--- src/rtl/multicycle_ctrl_pkg.sv ---
// Shared encodings for the multi-cycle RV64 control FSM: states, opcodes, ALU and operand-mux selects.
// Pure definitions, so there is no latency and no backpressure.
package mc_pkg;

    typedef enum logic [2:0] {
        S_BOOT   = 3'd0,
        S_FETCH  = 3'd1,
        S_DECODE = 3'd2,
        S_EXEC   = 3'd3,
        S_MEM    = 3'd4,
        S_WB     = 3'd5,
        S_TRAP   = 3'd6
    } state_t;

    localparam logic [6:0] OP_R   = 7'b0110011;
    localparam logic [6:0] OP_I   = 7'b0010011;
    localparam logic [6:0] OP_LD  = 7'b0000011;
    localparam logic [6:0] OP_SD  = 7'b0100011;
    localparam logic [6:0] OP_BEQ = 7'b1100011;

    localparam logic [1:0] ALU_ADD   = 2'b00;
    localparam logic [1:0] ALU_SUB   = 2'b01;
    localparam logic [1:0] ALU_FUNCT = 2'b10;

    localparam logic [1:0] ASEL_PC    = 2'b00;
    localparam logic [1:0] ASEL_RS1   = 2'b01;
    localparam logic [1:0] ASEL_OLDPC = 2'b10;

    localparam logic [1:0] BSEL_RS2  = 2'b00;
    localparam logic [1:0] BSEL_IMM  = 2'b01;
    localparam logic [1:0] BSEL_FOUR = 2'b10;

    function automatic logic op_legal(input logic [6:0] op);
        return op inside {OP_R, OP_I, OP_LD, OP_SD, OP_BEQ};
    endfunction

endpackage

--- src/rtl/multicycle_ctrl_wait_timer.sv ---
// Counts consecutive memory wait cycles; expired is raised on the MAX_WAIT-th wait cycle.
// Expiry is combinational in that cycle; MAX_WAIT=0 builds no counter and never expires.
module mc_wait_timer #(
    parameter int MAX_WAIT = 0
) (
    input  logic clk,
    input  logic rst_n,
    input  logic waiting,
    input  logic clr,
    output logic expired
);

    generate
        if (MAX_WAIT == 0) begin : g_off
            logic unused_in;
            assign unused_in = &{1'b0, clk, rst_n, waiting, clr};
            assign expired   = 1'b0;
        end else begin : g_on
            localparam int W = (MAX_WAIT > 1) ? $clog2(MAX_WAIT) : 1;
            logic [W-1:0] cnt;

            // cnt holds the number of earlier wait cycles, so the current one is cnt+1
            always_ff @(posedge clk or negedge rst_n) begin
                if (!rst_n)       cnt <= '0;
                else if (clr)     cnt <= '0;
                else if (waiting) cnt <= cnt + W'(1);
            end

            assign expired = waiting && (cnt == W'(MAX_WAIT - 1));
        end
    endgenerate

endmodule

--- src/rtl/multicycle_ctrl.sv ---
// Multi-cycle RV64 control FSM; PERF_CNT_EN adds cycle/instret counters. Zero-wait latency: BEQ 3, R/I/SD 4, LD 5.
// Stalls in FETCH/MEM until mem_ready; with MAX_WAIT>0, an overlong stall traps with the timeout flag set.
module multicycle_ctrl
    import mc_pkg::*;
#(
    parameter int MAX_WAIT = 0,
    parameter int CNT_W    = 64
) (
    input  logic             clk,
    input  logic             rst_n,
    input  logic [6:0]       opcode,
    input  logic             alu_zero,
    input  logic             mem_ready,
    output logic             mem_req,
    output logic             mem_we,
    output logic             mem_addr_sel,
    output logic             ir_we,
    output logic             pc_we,
    output logic             pc_src,
    output logic [1:0]       alu_a_sel,
    output logic [1:0]       alu_b_sel,
    output logic [1:0]       alu_op,
    output logic             aluout_we,
    output logic             mdr_we,
    output logic             reg_we,
    output logic             mem_to_reg,
    output logic             illegal,
    output logic             timeout,
    output logic [2:0]       state_o,
    output logic [CNT_W-1:0] cycle_cnt,
    output logic [CNT_W-1:0] instret_cnt
);

    state_t state, state_nxt;
    logic   waiting, expired, retire, illegal_set, timeout_set;

    assign waiting = ((state == S_FETCH) || (state == S_MEM)) && !mem_ready;
    assign state_o = state;

    mc_wait_timer #(.MAX_WAIT(MAX_WAIT)) u_wait_timer (
        .clk     (clk),
        .rst_n   (rst_n),
        .waiting (waiting),
        .clr     (state_nxt != state),
        .expired (expired)
    );

    always_ff @(posedge clk or negedge rst_n) begin
        if (!rst_n) state <= S_BOOT;
        else        state <= state_nxt;
    end

    always_comb begin
        state_nxt   = state;
        illegal_set = 1'b0;
        timeout_set = 1'b0;
        retire      = 1'b0;
        case (state)
            S_BOOT:   state_nxt = S_FETCH;
            S_FETCH: begin
                if (mem_ready) state_nxt = S_DECODE;
                else if (expired) begin
                    state_nxt   = S_TRAP;
                    timeout_set = 1'b1;
                end
            end
            S_DECODE: begin
                if (op_legal(opcode)) state_nxt = S_EXEC;
                else begin
                    state_nxt   = S_TRAP;
                    illegal_set = 1'b1;
                end
            end
            S_EXEC: begin
                case (opcode)
                    OP_R, OP_I:   state_nxt = S_WB;
                    OP_LD, OP_SD: state_nxt = S_MEM;
                    OP_BEQ: begin
                        state_nxt = S_FETCH;
                        retire    = 1'b1;
                    end
                    default:      state_nxt = S_FETCH;
                endcase
            end
            S_MEM: begin
                if (mem_ready) begin
                    if (opcode == OP_SD) begin
                        state_nxt = S_FETCH;
                        retire    = 1'b1;
                    end else begin
                        state_nxt = S_WB;
                    end
                end else if (expired) begin
                    state_nxt   = S_TRAP;
                    timeout_set = 1'b1;
                end
            end
            S_WB: begin
                state_nxt = S_FETCH;
                retire    = 1'b1;
            end
            S_TRAP:   state_nxt = S_TRAP;
            default:  state_nxt = S_BOOT;
        endcase
    end

    always_comb begin
        mem_req      = 1'b0;
        mem_we       = 1'b0;
        mem_addr_sel = 1'b0;
        ir_we        = 1'b0;
        pc_we        = 1'b0;
        pc_src       = 1'b0;
        alu_a_sel    = ASEL_PC;
        alu_b_sel    = BSEL_RS2;
        alu_op       = ALU_ADD;
        aluout_we    = 1'b0;
        mdr_we       = 1'b0;
        reg_we       = 1'b0;
        mem_to_reg   = 1'b0;
        case (state)
            S_FETCH: begin
                mem_req   = 1'b1;
                alu_a_sel = ASEL_PC;
                alu_b_sel = BSEL_FOUR;
                ir_we     = mem_ready;
                pc_we     = mem_ready;
            end
            S_DECODE: begin
                alu_a_sel = ASEL_OLDPC;
                alu_b_sel = BSEL_IMM;
                aluout_we = 1'b1;
            end
            S_EXEC: begin
                alu_a_sel = ASEL_RS1;
                case (opcode)
                    OP_R: begin
                        alu_op    = ALU_FUNCT;
                        aluout_we = 1'b1;
                    end
                    OP_I: begin
                        alu_b_sel = BSEL_IMM;
                        alu_op    = ALU_FUNCT;
                        aluout_we = 1'b1;
                    end
                    OP_LD, OP_SD: begin
                        alu_b_sel = BSEL_IMM;
                        aluout_we = 1'b1;
                    end
                    OP_BEQ: begin
                        alu_op = ALU_SUB;
                        pc_we  = alu_zero;
                        pc_src = alu_zero;
                    end
                    default: ;
                endcase
            end
            S_MEM: begin
                mem_req      = 1'b1;
                mem_addr_sel = 1'b1;
                mem_we       = (opcode == OP_SD);
                mdr_we       = mem_ready && (opcode == OP_LD);
            end
            S_WB: begin
                reg_we     = 1'b1;
                mem_to_reg = (opcode == OP_LD);
            end
            default: ;
        endcase
    end

    always_ff @(posedge clk or negedge rst_n) begin
        if (!rst_n) begin
            illegal <= 1'b0;
            timeout <= 1'b0;
        end else begin
            if (illegal_set) illegal <= 1'b1;
            if (timeout_set) timeout <= 1'b1;
        end
    end

`ifdef PERF_CNT_EN
    always_ff @(posedge clk or negedge rst_n) begin
        if (!rst_n) begin
            cycle_cnt   <= '0;
            instret_cnt <= '0;
        end else begin
            cycle_cnt <= cycle_cnt + CNT_W'(1);
            if (retire) instret_cnt <= instret_cnt + CNT_W'(1);
        end
    end
`else
    logic unused_retire;
    assign unused_retire = retire;
    assign cycle_cnt     = '0;
    assign instret_cnt   = '0;
`endif

endmodule
--- config.mk ---
export PLATFORM = sky130hd
export DESIGN_NAME = multicycle_ctrl
export DESIGN_NICKNAME = d
export VERILOG_FILES = /design/src/rtl/multicycle_ctrl_pkg.sv /design/src/rtl/multicycle_ctrl_wait_timer.sv /design/src/rtl/multicycle_ctrl.sv
export SDC_FILE = /design/constraint.sdc
export NUM_CORES = 1
export LEC_CHECK = 0
export ABC_AREA = 1
export CAP_MARGIN = 5
export CELL_PAD_IN_SITES_DETAIL_PLACEMENT = 1
export CELL_PAD_IN_SITES_GLOBAL_PLACEMENT = 1
export CORE_AREA = 4 4 77 114
export CTS_BUF_LIST = sky130_fd_sc_hd__clkbuf_4
export CTS_CLUSTER_DIAMETER = 40
export CTS_CLUSTER_SIZE = 28
export DETAILED_ROUTE_END_ITERATION = 12
export DIE_AREA = 0 0 81 118
export GPL_ROUTABILITY_DRIVEN = 1
export PLACE_DENSITY_LB_ADDON = 0.15
export SYNTH_ARGS = -nofsm -noshare
export SYNTH_HDL_FRONTEND = slang
export SYNTH_SLANG_ARGS = --single-unit
--- constraint.sdc ---
create_clock -name clk -period 2.3 [get_ports clk]
set_input_delay 0.46 -clock clk [delete_from_list [all_inputs] [get_ports clk]]
set_output_delay 0.46 -clock clk [all_outputs]
set_load 0.01 [all_outputs]
### Word level (Yosys, flattened, before mapping)

Cells that the tools add are included.

| storage, ports and cells | value |
|---|---|
| bits in registers | 4 |
| input port bits | 11 |
| output and inout port bits | 149 |
| word-level logic and storage cells | 50 |

| operators by class | value |
|---|---|
| equality and inequality tests | 13 |
| multiplexer cells | 25 |
| reductions and logical operators | 10 |

Operator list:

| kind | number |
|---|---|
| case mux 3 bit (6 select lines) | 1 |
| equality test 7 x 6 -> 1 bit (second input constant) | 2 |
| two-way mux 1 bit | 13 |
| two-way mux 3 bit | 4 |
| equality test 3 bit (second input constant) | 3 |
| case mux 2 bit (2 select lines) | 2 |
| OR reduction 2 bit | 4 |
| equality test 7 x 2 -> 1 bit (second input constant) | 1 |
| equality test 7 x 5 -> 1 bit (second input constant) | 1 |
| equality test 7 bit (second input constant) | 1 |
| equality test 3 x 2 -> 1 bit (second input constant) | 2 |
| case mux 2 bit (3 select lines) | 1 |
| case mux 3 bit (2 select lines) | 1 |
| nonzero test 5 bit | 1 |
| != test 2 bit (second input constant) | 2 |
| case mux 1 bit (2 select lines) | 2 |
| OR reduction 4 bit | 1 |
| equality test 3 x 1 -> 1 bit (second input constant) | 1 |
| zero test 3 bit | 1 |
| OR reduction 3 bit | 1 |
| two-way mux 2 bit | 1 |
| AND reduction 2 bit | 1 |
| logical AND 1 bit | 1 |

### Logic depth before layout (Yosys ltp)

Gate-level depths: netlist of the first run.

| logic depth | value |
|---|---|
| depth in word-level cells | 4 |
| depth in mapped cells | 8 |
| mapped depth without buffers | 8 |

### Modules after synthesis

A second synthesis of the first run with hierarchy kept.

| unflattened totals | value |
|---|---|
| cells, all modules | 230 |
| area, all modules | 1525.2 µm² |

By module, submodules not included:

| module | instances | cells each | area an instance (µm²) | sequential area each (µm²) |
|---|---|---|---|---|
| multicycle_ctrl | 1 | 228 | 1514.0 | 125.1 |
| mc_wait_timer | 1 | 2 | 11.3 | 0.0 |

### Worst setup path before layout of the first run

No wires, ideal clock.

| path | value |
|---|---|
| kind | input port to output port |
| start | input port opcode[2] |
| end | output port mem_to_reg |
| arrival | 1.266 ns |
| data required time | 1.840 ns |
| slack | 0.574 ns |
| stages on the path | 5 |
| path buffers | 0 |
| path through | inv_1 > nand2_1 > nor2_1 > nand2_1 > nor4_1 |

| on the way | value |
|---|---|
| longest elaborated chain between the ends | 2 |

Ends and longest elaborated chain:

| element | RTL line | RTL |
|---|---|---|
| start, declared | multicycle_ctrl.sv:11 | `input logic [6:0] opcode,` |
| equality test 7 x 2 -> 1 bit | multicycle_ctrl.sv:166 | `mem_to_reg = (opcode == OP_LD);` |
| two-way mux 1 bit | multicycle_ctrl.sv:121 | `case (state)` |
| end, declared | multicycle_ctrl.sv:26 | `output logic mem_to_reg,` |

No other way between the ends.

### Worst setup path in the final report of the first run

| path | value |
|---|---|
| start | input port opcode[0] |
| end | output port mem_to_reg |

Same word-level chain as after synthesis.

==> impl_metrics.tcl, run 1 <==
set metrics [dict create \
    grt_pass1_vias 922 \
    gr-total-overflow 0 \
    fmax_mhz 451.8 \
    cts_tree "built" \
    wl_um 2968 \
    path_class "in -> out" \
    wire_per_inst_um 8.628 \
    synth_top_area_share_pct 71.01 \
    clock_power_share_pct 10.0 \
    grt_setup_unrepaired "yes" \
    seq_area_frac_synth_pct 7.339 \
    yosys.area.top_type "buf_4" \
    syn_inst 195 \
    p_comb_share_pct 74.4 \
    die_w_um 81 \
    slew_violations 0 \
    swShare_pct 50.57 \
    final_util_pct 18.44 \
    r2r-start "state_o[0]" \
    floorplan.rows 39 \
    r2r_end "state_o[0]" \
    cts_buffers 3 \
    ys_warn_count 0 \
    drive_gt1_share_pct 14.88 \
    clock_sinks 4 \
    finalSetupViolations 0 \
    grt_max_degree 8 \
    io_buffers 30 \
    yosysMostFrequentCell "buf_4" \
    cp.required_ns 1.84 \
    initial_core_util_pct 17.69 \
    globalplace.congestion 0.7165 \
    coreArea_um2 7710 \
    cp.arrival_ns 1.75 \
    netlist_area_um2 1364 \
    drc 0 \
    power_density_nw_per_um2 601.2 \
    p_sw_mw 0.4321 \
    die-area_um2 9558 \
    dpl_cell_area_um2 1409 \
    hold_buffers 0 \
    ys.flop_type "dfrtp_1" \
    stdcell_count 344 \
    fin_skew_ns 0.002308 \
    synth.distinct_cells 18 \
    vias 900 \
    synth_enable_flop_cells 0 \
    ff2ff_setup_slack_ns 0.99 \
    end_kind "primary output" \
    cts_max_level 1 \
    nets 255 \
    status "finished clean" \
    placed_cells 340 \
    crit_path_max_fanout 6 \
    insertion_delay_ns 0.23 \
    seqPwrFrac_pct 15.6 \
    vdd.ir_drop.worst_mv 0.1742 \
    reg2regPathDepth 7 \
    p_int_mw 0.4223 \
    io_pins 160 \
    cellLeakagePower_nw 0.8411 \
    synthTopCellsByCount "129 x buf_4, 17 x nand2_1, 13 x inv_1" \
    period_share_pct 96.23 \
    critPathLaunchType "input port" \
    fin_area_um2 1421 \
    antenna_cells 0 \
    grt_pass1_wl_um 4353 \
    area_growth_pct 4.220 \
    grt_usage_pct 5.562 \
    viasPerCell 2.616 \
    drt_pass1_iterations 2 \
    cts_buffer_depth 2 \
    avgSynthCellArea_um2 6.994 \
    antenna_found_initial 0 \
    path_clk_slew_ns 0.04 \
    cts_root_buf "clkbuf_4" \
    hold_violations 0 \
    min_path_type "in -> async" \
    fin_crit_ns 2.213 \
    async_reset_ff_share_pct 100.0 \
    drv_cap 0 \
    postRouteAntennaNets 0 \
    synthTopCellsByArea "buf_4 71%, dfrtp_1 7.3%, nand2_1 4.7%" \
    ys_ff_latch 4 \
    drtIter0Drc 4 \
    dp.final_hpwl_um 2839 \
    fill_cells 1033 \
    die_y_um 118 \
]
==> worst max-delay path by stage <==
stage | startpoint | to | slack (ns)
after floorplan | opcode[2] | mem_to_reg | 0.57
after global placement | opcode[0] | pc_we | -0.28
after detailed placement | opcode[0] | pc_we | -0.31
after CTS | opcode[0] | pc_src | 0.007
after global routing | opcode[3] | mem_to_reg | -0.05
final | opcode[0] | mem_to_reg | 0.09
==> worst max-delay path, cell delays in order <==
cell,delay [ns]
clkdlybuf4s50_1,0.45
nand2_1,0.06
nor2_2,0.12
buf_6,0.12
nand2_1,0.09
nor4_1,0.17
dlygate4sd1_1,0.28
==> stage by stage <==
step | setup slack, ns | hold slack, ns | TNS, ns | power [mW]
after floorplan | 0.5739 | 0.1644 | 0 | 0.6098
after CTS | 0.006834 | 0.4275 | 0 | 0.8660
final | 0.08663 | 0.4295 | 0 | 0.8545
after global routing | -0.05443 | 0.4372 | -0.05443 | 0.9347
after detailed placement | -0.3110 | 0.4490 | -2.161 | 0.7833
after global placement | -0.2833 | 0.4485 | -1.972 | 0.7882
==> final cells by class <==
class | instances | area [um2] | share of cell area [%]
multi-input cells | 174 | 723.2 | 50.88
repair buffers | 45 | 387.9 | 27.29
well taps | 102 | 127.6 | 8.979
flip-flops and latches | 4 | 100.1 | 7.042
inverters | 16 | 60.06 | 4.225
clock buffers | 3 | 22.52 | 1.585
==> metal layers <==
layer | wire length (um) | up-vias | global-route usage, %
li1 | - | 429 | -
met1 | 1038 | 377 | 6.296
met2 | 1482 | 92 | 10.19
met3 | 439 | 2 | 1.302
met4 | 8 | 0 | 1.268
met5 | 0 | - | 0
==> flip-flops by register name, indices dropped and copies added (netlist names) <==
| name | flops |
|---|---|
| illegal | 1 |
| state_o | 3 |
==> power groups by stage <==
stage | Clock (mW) | Sequential (mW) | Combinational [mW]
after floorplan | 0 | 0.147 | 0.463
after global placement | 0 | 0.141 | 0.647
after detailed placement | 0 | 0.140 | 0.644
after CTS | 0.0924 | 0.139 | 0.634
after global routing | 0.0957 | 0.140 | 0.699
final | 0.0855 | 0.133 | 0.636
==> cell usage in the layout (no fill, tap or decap) <==
| cell type | n |
|---|---|
| clkbuf_4 | 3 |
| dlygate4sd1_1 | 1 |
| buf_2 | 1 |
| buf_4 | 14 |
| buf_6 | 1 |
| clkdlybuf4s15_1 | 1 |
| clkdlybuf4s50_1 | 21 |
| nor2_2 | 6 |
| dfrtp_1 | 4 |
| inv_2 | 3 |
| nor3_1 | 3 |
| nor4_1 | 1 |
| o211ai_1 | 2 |
| clkbuf_2 | 4 |
| nand2_2 | 1 |
| conb_1 | 129 |
| nor3_2 | 1 |
| nand4_1 | 1 |
| nand2_1 | 17 |
| dlygate4sd2_1 | 2 |
| nand3_1 | 4 |
| o21ai_0 | 4 |
| nor2_1 | 3 |
| nor2_4 | 1 |
| inv_1 | 13 |
| nor3_4 | 1 |
==> kinds of logic (layout without fill, tap and decap cells) <==
family	after synthesis	count (layout)	synth area share [%]
compound gates	6	6	2.569
flops	4	4	7.340
simple gates	39	39	14.40
other cells	1	129	0.2750
buf+inv	145	64	75.41
==> what timing repair did <==
item                                    in CTS  in global routing
endpoints found under the setup margin       9                 10
setup buffers                                0                  1
resized for setup                           12                 17
No activity file was read; power rests on OpenSTA's default activity.
==> run 2: changes to the inputs <==
--- a/config.mk
+++ b/config.mk
@@ -12,11 +12,12 @@
 export CORE_AREA = 4 4 77 114
 export CTS_BUF_LIST = sky130_fd_sc_hd__clkbuf_4
 export CTS_CLUSTER_DIAMETER = 40
-export CTS_CLUSTER_SIZE = 28
+export CTS_CLUSTER_SIZE = 10
 export DETAILED_ROUTE_END_ITERATION = 12
 export DIE_AREA = 0 0 81 118
 export GPL_ROUTABILITY_DRIVEN = 1
 export PLACE_DENSITY_LB_ADDON = 0.15
+export SETUP_SLACK_MARGIN = 0.05
 export SYNTH_ARGS = -nofsm -noshare
 export SYNTH_HDL_FRONTEND = slang
 export SYNTH_SLANG_ARGS = --single-unit
==> impl_metrics.tcl, run 2 (same netlist as run 1, synthesis figures left out) <==
set metrics [dict create \
    cts_buffer_depth 2 \
    grt_pass1_vias 944 \
    io_pins 160 \
    grt_usage_pct 5.716 \
    cp.arrival_ns 1.69 \
    cts_buffers 3 \
    slew_violations 0 \
    antenna_found_initial 0 \
    gr-total-overflow 0 \
    stdcell_count 347 \
    io_buffers 30 \
    clock_sinks 4 \
    vias 922 \
    crit_path_max_fanout 5 \
    viasPerCell 2.657 \
    path_class "reg -> out" \
    dp_slack_ns -0.3110 \
    grt_setup_unrepaired "no" \
    fin_crit_ns 2.154 \
    min_path_type "in -> async" \
    end_kind "primary output" \
    initial_core_util_pct 17.69 \
    fin_skew_ns 0.002777 \
    final_util_pct 19.13 \
    wire_per_inst_um 8.818 \
    fin_area_um2 1475 \
    postRouteAntennaNets 0 \
    critPathLaunchType "register" \
    worst_slack_ns 0.1465 \
    cts_root_buf "clkbuf_4" \
    final_common_cell "conb_1" \
    drc 0 \
    cts_max_level 1 \
    globalplace.congestion 0.7165 \
    drive_gt1_share_pct 16.73 \
    cellLeakagePower_nw 0.9163 \
    grt_pass1_wl_um 4457 \
    cts_tree "built" \
    drv_cap 0 \
    area_growth_pct 8.165 \
    die_y_um 118 \
    largest_reg_flops 3 \
    dpl_cell_area_um2 1409 \
    period_share_pct 93.63 \
    insertion_delay_ns 0.23 \
    vdd.ir_drop.worst_mv 0.1737 \
    die-area_um2 9558 \
    placed_cells 340 \
    path_clk_slew_ns 0.04 \
    drt_pass1_iterations 2 \
    power_density_nw_per_um2 586.3 \
    final_cell_mix "129 x conb_1, 16 x nand2_1, 16 x buf_4" \
    floorplan.rows 39 \
    grt_max_degree 8 \
    drtIter0Drc 6 \
    dp.final_hpwl_um 2839 \
    status "finished clean" \
    final.setup.tns_ns 0 \
    antenna_cells 0 \
    hold_buffers 0 \
    cp.required_ns 1.84 \
    hold_slack_ns 0.4287 \
    finalSetupViolations 0 \
    hold_violations 0 \
    coreArea_um2 7710 \
    wl_um 3060 \
    fmax_mhz 464.4 \
    total_power_mw 0.8649 \
    die_w_um 81 \
    nets 258 \
]
## run 2: final cells by class
cell class / instances / area [um2]
clock buffer: 3 / 22.52
multi-input combinational: 174 / 739.5
tap: 102 / 127.6
fill: 1024 / 6235
sequential: 4 / 101.3
timing repair buffer: 48 / 424.2
inverter: 16 / 60.06
## run 2: layer usage
metal	up-vias	track usage, %	wire, um
met5	-	0	0
met4	0	1.268	8
met3	2	1.302	456
met2	92	10.65	1546
met1	392	6.343	1050
li1	436	-	-
## run 2: path summary, 6_finish.rpt
path | startpoint | to | slack (ns) | cells past startpoint
min in group clk | illegal | illegal | 0.46 | 2
max in group asynchronous | rst_n | state_o[1] | 1.69 | 1
hold / removal | rst_n | illegal | 0.43 | 1
setup / recovery | state_o[0] | alu_a_sel[1] | 0.15 | 4
hold reg to reg | illegal | illegal | 0.46 | 2
setup reg to reg | state_o[0] | state_o[0] | 0.98 | 7
## run 2: timing repair
item	4_1_cts	5_1_grt
pin swaps	5	3
resized for setup	28	9
endpoints found under the setup margin	10	7
setup buffers	3	1
## run 2: power breakdown
part	leakage, nW	internal, mW	switching, mW	total, mW
logic	0.858	0.270	0.374	0.644
registers	0.0449	0.0958	0.0392	0.135
clock network	0.0138	0.0583	0.0273	0.0856
total	0.916	0.424	0.441	0.865
## run 2: worst max-delay path: stages, from the launching register on
cell             delay (ns)
dfrtp_1                0.44
buf_4                  0.18
nor3_4                 0.16
buf_4                  0.14
clkdlybuf4s50_1        0.55
